==> src/rtl/auto_clear_ctrl.sv <==
// Per-bit self-clearing control register: written 1s raise a bit that drops either
// after a fixed pulse width (timer mode) or on acknowledge / timeout (ack mode).
module auto_clear_ctrl #(
    parameter int               WIDTH        = 8,
    parameter int               PULSE_CYCLES = 1,
    parameter logic [WIDTH-1:0] ACK_MASK     = '0,
    parameter int               TIMEOUT      = 16
) (
    input  logic             Clk,
    input  logic             Rst,
    input  logic             Wr_en,
    input  logic [WIDTH-1:0] Wr_data,
    input  logic [WIDTH-1:0] Ack,
    input  logic [WIDTH-1:0] Flag_clr,
    output logic [WIDTH-1:0] Out,
    output logic [WIDTH-1:0] Timeout_flag,
    output logic             Busy
);

    localparam int CNT_MAX = (PULSE_CYCLES > TIMEOUT) ? PULSE_CYCLES : TIMEOUT;
    localparam int CW      = $clog2(CNT_MAX + 1);

    localparam logic [CW-1:0] PULSE_LD   = CW'(PULSE_CYCLES);
    localparam logic [CW-1:0] TIMEOUT_LD = CW'(TIMEOUT);
    localparam logic [CW-1:0] CNT_LAST   = CW'(1);

    logic [WIDTH-1:0] out_q;
    logic [WIDTH-1:0] out_d;
    logic [WIDTH-1:0] flag_q;
    logic [WIDTH-1:0] flag_d;
    logic [CW-1:0]    cnt_q [WIDTH];
    logic [CW-1:0]    cnt_d [WIDTH];

    // The counter holds the number of high cycles still remaining, so the bit
    // drops on the edge where it reads 1. An ack on that same edge beats the timeout.
    always_comb begin
        out_d  = out_q;
        flag_d = flag_q & ~Flag_clr;
        cnt_d  = cnt_q;
        for (int i = 0; i < WIDTH; i++) begin
            if (!out_q[i]) begin
                if (Wr_en && Wr_data[i]) begin
                    out_d[i] = 1'b1;
                    cnt_d[i] = ACK_MASK[i] ? TIMEOUT_LD : PULSE_LD;
                end
            end else if (ACK_MASK[i] && Ack[i]) begin
                out_d[i] = 1'b0;
                cnt_d[i] = '0;
            end else if (cnt_q[i] == CNT_LAST) begin
                out_d[i] = 1'b0;
                cnt_d[i] = '0;
                if (ACK_MASK[i]) begin
                    flag_d[i] = 1'b1;
                end
            end else begin
                cnt_d[i] = cnt_q[i] - 1'b1;
            end
        end
    end

    always_ff @(posedge Clk) begin
        if (Rst) begin
            out_q  <= '0;
            flag_q <= '0;
            for (int i = 0; i < WIDTH; i++) begin
                cnt_q[i] <= '0;
            end
        end else begin
            out_q  <= out_d;
            flag_q <= flag_d;
            cnt_q  <= cnt_d;
        end
    end

    assign Out          = out_q;
    assign Timeout_flag = flag_q;
    assign Busy         = |out_q;

endmodule

==> config.mk <==
export PLATFORM = sky130hd
export DESIGN_NAME = auto_clear_ctrl
export DESIGN_NICKNAME = d
export VERILOG_FILES = /design/src/rtl/auto_clear_ctrl.sv
export SDC_FILE = /design/constraint.sdc
export NUM_CORES = 1
export LEC_CHECK = 0
export CORE_MARGIN = 2
export CORE_UTILIZATION = 48
export CTS_CLUSTER_DIAMETER = 60
export CTS_CLUSTER_SIZE = 16
export DETAILED_ROUTE_END_ITERATION = 16
export PLACE_DENSITY = 0.71
export SKIP_CTS_REPAIR_TIMING = 1
export SYNTH_ARGS = -nofsm -noshare
export SYNTH_HDL_FRONTEND = slang
export SYNTH_SLANG_ARGS = --single-unit
==> constraint.sdc <==
create_clock -name Clk -period 2 [get_ports Clk]
set_clock_uncertainty 0.1 [all_clocks]
set_input_delay 0.4 -clock Clk [delete_from_list [all_inputs] [get_ports Clk]]
set_output_delay 0.4 -clock Clk [all_outputs]
set_load 0.01 [all_outputs]
==> out/qor.txt, run 1 <==
relative area change from synthesis to final layout: 23.0%
detailed placement HPWL: 3730 microns
classification of the worst-slack hold path: reg2reg
most common library cell in the layout ignoring fill and taps: dfxtp_1
global-route usage over all layers: 17.9%
Post-layout nets: 385
number of top-level pins: 44
P per Cell Area: 807 nW/um^2
maximum number of pins on one net before global-route repair: 22
Worst Setup End Kind: primary output
commonest register cell after synthesis: dfxtp_1
RSZ-0062 raised after global routing: false
signal arrival time at the worst endpoint: 1.42 ns
number of iterations in the first detailed-routing pass: 4
worst setup path category: reg2out
cell area after technology mapping: 2730 sq um
number of antenna violations at the first check in global routing: 0
proportion of synthesized flip-flops having asynchronous set or reset: 0%
H-tree depth: 2
worst setup slack before clock tree synthesis: 0.0863 ns
clock sink count: 56
peak supply drop: 0.000396 V
total area of multi-input combinational cells: 1490 sq um
total setup violations reported at the end of the flow: 0
final slew viol count: 0
total wire length after detailed routing: 5310 microns
Max Freq: 520 MHz
reported leakage power: 1.25 nW
cell count after synthesis: 297
Die Outline Area: 6320 sq um
Final Wtd Congestion: 0.800
via count of the first global-routing pass: 2085
result of the run: finished, final reports clean
Worst R2R Setup Slack: 0.33 ns
initial DRC count: 111
vias after detailed routing: 2302
die extent in y: 79.5 microns
number of distinct library cell variants in the gate-level netlist after synthesis: 43
CP max FO: 14
CTS tree: yes
worst endpoint required time: 1.50 ns
proportion of synthesized chip area in sequential cells: 41.0%
insertion delay to the later sink of the worst-skew pair: 0.31 ns
number of warnings issued by yosys: 0
minimum clock period after layout: 1.92 ns
area occupied by registers: 1120 sq um
Die X: 79.5 microns
startpoint type of the worst setup path: register
number of hold-slack violations in the final timing report: 0
count of buffers inserted at the top-level ports: 35
clock-pin transition on the worst setup and hold timing paths: 0.10 ns
crit share post-route: 96.2%
Post-synth EDFFs: 0
final total power: 2.71 mW
#FFs+latches synth: 56
commonest cells after routing, fill and taps aside: dfxtp_1, a21oi_1, clkdlybuf4s50_1, inv_1
reported max-cap violation count: 0
Rows: 27
share of final-layout standard cells stronger than drive strength 1: 7.00%
# diodes: 0
Clk Tree Root Cell: clkbuf_8
Max transition margin: 59.2%
maximum count of clock buffers along a single path: 2
leftover overflow at the end of global routing: 0
first-pass GRT wire length: 9110 microns
Initial Util: 49.6%
number of buffers added by the clock tree synthesis step: 5
Core Region: 5510 sq um
Wirelength per Cell: 12.8 microns
Syn Nets: 340
fin worst setup slack: 0.0755 ns
number of nets still failing antenna checks after routing: 0
ratio of routed vias to standard cells: 5.55
average cell area after synthesis: 9.20 sq um
fillers: 477
DRC violations left: 0
slew at the pin with the worst max-slew slack: 0.603 ns
## cell usage after synthesis (5+ instances only)
master	number	area share [%]
a21oi_1	34	6.2
a211o_1	8	2.6
nand3_1	7	1.3
nor2b_1	5	1.1
and2_1	5	1.1
nor3b_1	16	4.4
ha_1	16	7.3
o32ai_1	5	1.6
nor3_1	7	1.3
inv_1	22	3.0
nand2b_1	8	1.8
dfxtp_1	56	41
o211ai_1	7	1.9
a21o_1	5	1.4
or4b_1	6	2.2
o21ai_0	6	1.1
nand2_1	13	1.8
nor4_1	6	1.4
## power by group
group	internal, mW	leakage [nW]	total (mW)	switching (mW)
Combinational	0.337	0.734	0.629	0.292
Clock	0.372	0.0552	0.735	0.363
Sequential	1.23	0.458	1.35	0.119
## area by class of cell
class	count	area share, %
tap	72	2.68
clock inverter	2	1.04
multi-input combinational	208	44.3
sequential	56	33.3
inverter	22	2.46
timing repair buffer	49	14.0
clock buffer	6	2.16
## stage by stage
stage / std cells / hold WS, ns / util [%] / TNS [ns] / instance area [sq um]
6_report: 415 / 0.375 / 61.1 / 0 / 3360
5_1_grt: 415 / 0.389 / 61.1 / 0 / 3360
4_1_cts: 415 / 0.378 / 60.9 / -0.115 / 3350
3_5_place_dp: 407 / 0.363 / 59.0 / 0 / 3250
3_3_place_gp: 407 / 0.359 / 59.0 / 0 / 3250
2_1_floorplan: 297 / 0.340 / - / 0 / 2730
## cells by family after synthesis
kind of cell    synth area share [%]
compound gates                  21.8
flops                           41.0
buf+inv                         4.67
xor+xnor                        1.28
fa+ha+maj                       7.32
simple gates                    23.9
## worst max-delay path, cell delays in order, from the launching register on
cell and delay (ns):
dfxtp_1 0.37, buf_4 0.19, clkdlybuf4s50_1 0.55
## worst paths after layout
kind | start | endpoint | depth (start not counted)
worst max-delay path | Out[5] | Out[5] | 2
worst min-delay path | Timeout_flag[4] | Timeout_flag[4] | 1
worst min register to register | Timeout_flag[4] | Timeout_flag[4] | 1
worst max register to register | cnt_q[35] | Out[0] | 4
## per-layer routing
layer,routed length [microns],GRT usage (%),up-vias
li1,-,-,1179
met1,2610,24.1,1090
met2,2460,28.2,28
met3,171,4.41,5
met4,70,5.86,0
met5,0,0,-
## sequential cells by signal, indices dropped and copies added (netlist names)
signal / cells
cnt_q: 40
Out: 8
Timeout_flag: 8
(Power assumes the default switching activity.)
==> inputs of run 2 (changes only) <==
--- a/config.mk
+++ b/config.mk
@@ -5,6 +5,8 @@
 export SDC_FILE = /design/constraint.sdc
 export NUM_CORES = 1
 export LEC_CHECK = 0
+export ABC_CLOCK_PERIOD_IN_PS = 2000
+export CORE_ASPECT_RATIO = 0.8
 export CORE_MARGIN = 2
 export CORE_UTILIZATION = 48
 export CTS_CLUSTER_DIAMETER = 60
==> out/qor.txt, run 2 (same netlist as run 1, synthesis figures left out) <==
number of iterations in the first detailed-routing pass: 4 (unchanged)
worst endpoint required time: 1.50 ns (about the same)
peak supply drop: 0.000382 V (-3.5%)
worst-path cell with the longest stage delay: clkdlybuf4s50_1
Worst Hold Slack: 0.373 ns (-0.00179 ns)
non-filler cells in the finished layout: 419 (+0.96%)
result of the run: finished, final reports clean
reported max-cap violation count: 0 (unchanged)
CP max FO: 14 (unchanged)
Critical Path Sink: Out[7]
Finished Core Util: 61.4% (+0.37 points)
switching power of the nets: 0.778 mW (+0.58%)
number of flip-flops in the largest register: 40 (unchanged)
first-pass GRT wire length: 8660 microns (-5.0%)
Worst R2R Setup Slack: 0.37 ns (+0.04 ns)
instance area after placement: 3240 sq um (-0.23%)
insertion delay to the later sink of the worst-skew pair: 0.31 ns (about the same)
clock sink count: 56 (unchanged)
Layout Cell Area excl Fill: 3360 sq um (-0.15%)
worst setup slack before clock tree synthesis: 0.0742 ns (-0.0120 ns)
share of total power consumed by net switching: 29.6% (+1.1 points)
commonest cells after routing, fill and taps aside: dfxtp_1, a21oi_1, clkdlybuf4s50_1, inv_1
Die X: 88.4 microns (+11%)
number of buffers added by the clock tree synthesis step: 5 (unchanged)
final slew viol count: 0 (unchanged)
relative area change from synthesis to final layout: 22.8%
initial DRC count: 109 (-1.8%)
Post-layout nets: 383 (-0.52%)
count of buffers inserted at the top-level ports: 35 (unchanged)
DRC violations left: 0 (unchanged)
Wirelength per Cell: 12.6 microns (-1.7%)
CTS tree: yes
beginning of the critical path: Out[7]
leftover overflow at the end of global routing: 0 (unchanged)
worst setup path category: reg2out
die extent in y: 71.5 microns (-10%)
slew at the pin with the worst max-slew slack: 0.576 ns (-0.0270 ns)
crit share post-route: 96.3% (+0.10 points)
# diodes: 0 (unchanged)
P per Cell Area: 783 nW/um^2 (-2.9%)
Clk Tree Root Cell: clkbuf_8
most common library cell in the layout ignoring fill and taps: dfxtp_1
Rows: 24 (-11%)
maximum number of pins on one net before global-route repair: 22 (unchanged)
clock-pin transition on the worst setup and hold timing paths: 0.10 ns (about the same)
number of hold-slack violations in the final timing report: 0 (unchanged)
ratio of routed vias to standard cells: 5.38 (-3.0%)
classification of the worst-slack hold path: reg2reg
cell-internal power: 1.85 mW (-4.5%)
Max transition margin: 61.0% (+1.8 points)
kind of cell adding the most delay to the critical path: buffers and inverters
signal arrival time at the worst endpoint: 1.43 ns (about the same)
total wire length after detailed routing: 5270 microns (-0.75%)
number of top-level pins: 44 (unchanged)
detailed placement HPWL: 3770 microns (+0.89%)
reported leakage power: 1.25 nW (about the same)
Core Region: 5470 sq um (-0.75%)
worst reg2reg path endpoint: Out[0]
part of the total power dissipated in the clock network: 24.5% (-2.6 points)
via count of the first global-routing pass: 1996 (-4.3%)
startpoint type of the worst setup path: register
total setup violations reported at the end of the flow: 0 (unchanged)
RSZ-0062 raised after global routing: false
Final Wtd Congestion: 0.852 (+6.5%)
Initial Util: 50.0% (+0.38 points)
fillers: 487 (+2.1%)
Placed Instances: 411 (+0.98%)
Die Outline Area: 6320 sq um (about the same)
maximum count of clock buffers along a single path: 2 (unchanged)
slowest cell delay on critical path: 0.54 ns (about the same)
global-route usage over all layers: 17.1% (-0.85 points)
CP Cell Sequence: buf_6 -> clkdlybuf4s50_1
number of gates on the worst path with buffers counted: 2 (unchanged)
most flop-heavy register: cnt_q
number of cells on the worst reg-to-reg path: 4 (unchanged)
fraction of power consumed by combinational cells: 24.0% (+0.8 points)
vias after detailed routing: 2254 (-2.1%)
minimum clock period after layout: 1.93 ns (+0.00206 ns)
sequential group share of total power: 51.5% (+1.8 points)
number of nets still failing antenna checks after routing: 0 (unchanged)
number of antenna violations at the first check in global routing: 0 (unchanged)
Worst Setup End Kind: primary output
reg-to-reg startpoint: cnt_q[35]
H-tree depth: 2 (unchanged)
share of final-layout standard cells stronger than drive strength 1: 6.74% (-0.25 points)
Critical path buffers and inverters: 2 (unchanged)
fin worst setup slack: 0.0735 ns (-0.00206 ns)
Max Freq: 519 MHz (-0.11%)
run 2: layer usage:
metal  up-vias  wire (microns)  global-route usage, %
met5         -               0                      0
met4         0              63                   5.05
met3         7             136                   3.92
met2        25            2380                   27.1
met1      1044            2690                   23.3
li1       1178               -                      -
run 2: through the flow:
step / power (mW) / TNS (ns)
CTS: 2.65 / -0.164
detailed placement: 2.00 / 0
global placement: 1.98 / 0
finish: 2.63 / 0
floorplan: 1.80 / 0
global route: 2.78 / 0
run 2: how the worst min path moves through the flow:
stage / start / end / slack (ns) / cells past startpoint
after global placement: Timeout_flag[6] / Timeout_flag[6] / 0.36 / 1
final: Timeout_flag[4] / Timeout_flag[4] / 0.37 / 1
after global routing: Timeout_flag[1] / Timeout_flag[1] / 0.39 / 1
after floorplan: cnt_q[39] / cnt_q[39] / 0.34 / 1
after CTS: Timeout_flag[4] / Timeout_flag[4] / 0.38 / 1
after detailed placement: Timeout_flag[4] / Timeout_flag[4] / 0.36 / 1
run 2: layout make-up:
| cell class | count | area (sq um) | share of cell area (%) |
|---|---|---|---|
| Multi-Input combinational cell | 208 | 1500 | 44.7 |
| Sequential cell | 56 | 1120 | 33.4 |
| Timing Repair Buffer | 47 | 462 | 13.7 |
| Tap cell | 78 | 97.6 | 2.91 |
| Clock buffer | 7 | 86.3 | 2.57 |
| Inverter | 22 | 82.6 | 2.46 |
| Clock inverter | 1 | 7.51 | 0.224 |
run 2: power by group through the flow:
stage	Sequential, mW	Clock, mW	Combinational, mW
after floorplan	1.36	0	0.436
after global placement	1.37	0	0.613
after detailed placement	1.37	0	0.629
after CTS	1.35	0.666	0.633
after global routing	1.37	0.697	0.710
final	1.35	0.644	0.632
==> inputs of run 3 (changes only) <==
--- a/config.mk
+++ b/config.mk
@@ -6,7 +6,7 @@
 export NUM_CORES = 1
 export LEC_CHECK = 0
 export ABC_CLOCK_PERIOD_IN_PS = 2000
-export CORE_ASPECT_RATIO = 0.8
+export CORE_ASPECT_RATIO = 1.75
 export CORE_MARGIN = 2
 export CORE_UTILIZATION = 48
 export CTS_CLUSTER_DIAMETER = 60
==> out/qor.txt, run 3 (same netlist as run 1, synthesis figures left out) <==
part of the total power dissipated in the clock network: 22.7% (-1.8 points)
# diodes: 0 (unchanged)
highest layer used for signal routing: met4
Core Region: 5540 sq um (+1.4%)
Rows: 36 (+50%)
Die Outline Area: 6340 sq um (+0.32%)
number of antenna violations at the first check in global routing: 0 (unchanged)
instance count along the most critical hold path: 1 (unchanged)
most common library cell in the layout ignoring fill and taps: dfxtp_1
number of top-level pins: 44 (unchanged)
worst endpoint required time: 1.50 ns (about the same)
start point of the worst hold path: Timeout_flag[7]
routed wire length on met2: 2820 microns (+18%)
crit share post-route: 96.4% (about the same)
RSZ-0062 raised after global routing: false
maximum number of pins on one net before global-route repair: 22 (unchanged)
worst-path cell with the longest stage delay: clkdlybuf4s50_1
total wire length after detailed routing: 5350 microns (+1.6%)
Max Freq: 519 MHz (about the same)
Worst Hold Slack: 0.374 ns (+0.00149 ns)
switching power of the nets: 0.753 mW (-3.1%)
cell-internal power: 1.81 mW (-2.5%)
routed wire length on met3: 176 microns (+29%)
worst setup path category: reg2out
share of total power consumed by net switching: 29.4% (-0.14 points)
slew at the pin with the worst max-slew slack: 0.615 ns (+0.0386 ns)
CP Cell Sequence: buf_4 -> clkdlybuf4s50_1
global-route usage over all layers: 18.4% (+1.3 points)
final total power: 2.56 mW (-2.7%)
hold worst-path end: Timeout_flag[7]
via count of the first global-routing pass: 2243 (+12%)
Initial Util: 49.3% (-0.68 points)
initial DRC count: 67 (-39%)
share of final-layout standard cells stronger than drive strength 1: 6.45% (-0.29 points)
Final Wtd Congestion: 0.826 (-3.0%)
clock-pin transition on the worst setup and hold timing paths: 0.09 ns (about the same)
Post-layout nets: 384 (+0.26%)
fraction of power consumed by combinational cells: 24.4% (+0.4 points)
first-pass GRT wire length: 9260 microns (+6.9%)
routed metal-1 wire length: 2240 microns (-17%)
number of buffers added by the clock tree synthesis step: 5 (unchanged)
Worst Setup End Kind: primary output
Max transition margin: 58.4% (-2.6 points)
Finished Core Util: 60.1% (-1.3 points)
H-tree depth: 2 (unchanged)
minimum clock period after layout: 1.93 ns (+0.000576 ns)
DRC violations left: 0 (unchanged)
leftover overflow at the end of global routing: 0 (unchanged)
most flop-heavy register: cnt_q
slowest cell delay on critical path: 0.55 ns (about the same)
insertion delay to the later sink of the worst-skew pair: 0.30 ns (about the same)
count of buffers inserted at the top-level ports: 35 (unchanged)
startpoint type of the worst setup path: register
Critical path buffers and inverters: 2 (unchanged)
Clk Tree Root Cell: clkbuf_8
result of the run: finished, final reports clean
maximum count of clock buffers along a single path: 2 (unchanged)
P per Cell Area: 768 nW/um^2 (-1.9%)
clock sink count: 56 (unchanged)
commonest cells after routing, fill and taps aside: dfxtp_1, a21oi_1, clkdlybuf4s50_1, inv_1
signal arrival time at the worst endpoint: 1.43 ns (about the same)
Die X: 61.1 microns (-31%)
CTS tree: yes
Worst R2R Setup Slack: 0.34 ns (-0.03 ns)
ratio of routed vias to standard cells: 5.54 (+2.9%)
relative area change from synthesis to final layout: 21.8%
total setup violations reported at the end of the flow: 0 (unchanged)
kind of cell adding the most delay to the critical path: buffers and inverters
number of nets still failing antenna checks after routing: 0 (unchanged)
classification of the worst-slack hold path: reg2reg
die extent in y: 104 microns (+45%)
final slew viol count: 0 (unchanged)
reported leakage power: 1.23 nW (-1.5%)
number of hold-slack violations in the final timing report: 0 (unchanged)
Wirelength per Cell: 12.8 microns (+2.1%)
CP max FO: 14 (unchanged)
number of iterations in the first detailed-routing pass: 4 (unchanged)
peak supply drop: 0.000698 V (+83%)
worst reg2reg path endpoint: Out[1]
reg-to-reg startpoint: cnt_q[30]
vias after detailed routing: 2309 (+2.4%)
reported max-cap violation count: 0 (unchanged)
detailed placement HPWL: 4000 microns (+6.3%)
sequential group share of total power: 52.9% (+1.4 points)
number of cells on the worst reg-to-reg path: 4 (unchanged)
number of flip-flops in the largest register: 40 (unchanged)
run 3: power by group through the flow:
| stage | sequential, mW | clock (mW) | combinational, mW |
|---|---|---|---|
| finish | 1.35 | 0.581 | 0.625 |
| CTS | 1.35 | 0.608 | 0.632 |
| detailed placement | 1.38 | 0 | 0.629 |
| global route | 1.37 | 0.647 | 0.705 |
| global placement | 1.37 | 0 | 0.612 |
| floorplan | 1.36 | 0 | 0.436 |
run 3: area by class of cell:
class | instances | area [sq um]
Tap cell | 76 | 95.1
Sequential cell | 56 | 1120
Multi-Input combinational cell | 208 | 1490
Clock buffer | 6 | 72.6
Inverter | 22 | 82.6
Clock inverter | 1 | 5.00
Timing Repair Buffer | 48 | 463
Fill cell | 489 | 2210
run 3: per-layer routing:
layer	vias up	track usage [%]
met1	1081	20.5
met3	7	3.37
met2	39	31.9
met5	-	0
met4	0	8.23
li1	1182	-
run 3: stage by stage:
step                      cell area, sq um  setup TNS (ns)  std cells  setup WS (ns)
after CTS                             3320         -0.0989        417        -0.0989
after global routing                  3330               0        417         0.0150
after detailed placement              3240               0        410         0.0794
after global placement                3240               0        410         0.0993
final                                 3330               0        417         0.0729
after floorplan                       2730               0        297          0.527
run 3: worst max path at each step:
stage | from | endpoint | slack [ns] | cells past startpoint
after global placement | Rst | cnt_q[29] | 0.1 | 5
final | Out[7] | Out[7] | 0.07 | 2
after floorplan | cnt_q[16] | cnt_q[16] | 0.53 | 5
after global routing | Out[7] | Out[7] | 0.02 | 2
after CTS | Out[5] | Busy | -0.1 | 3
after detailed placement | Rst | cnt_q[24] | 0.08 | 5
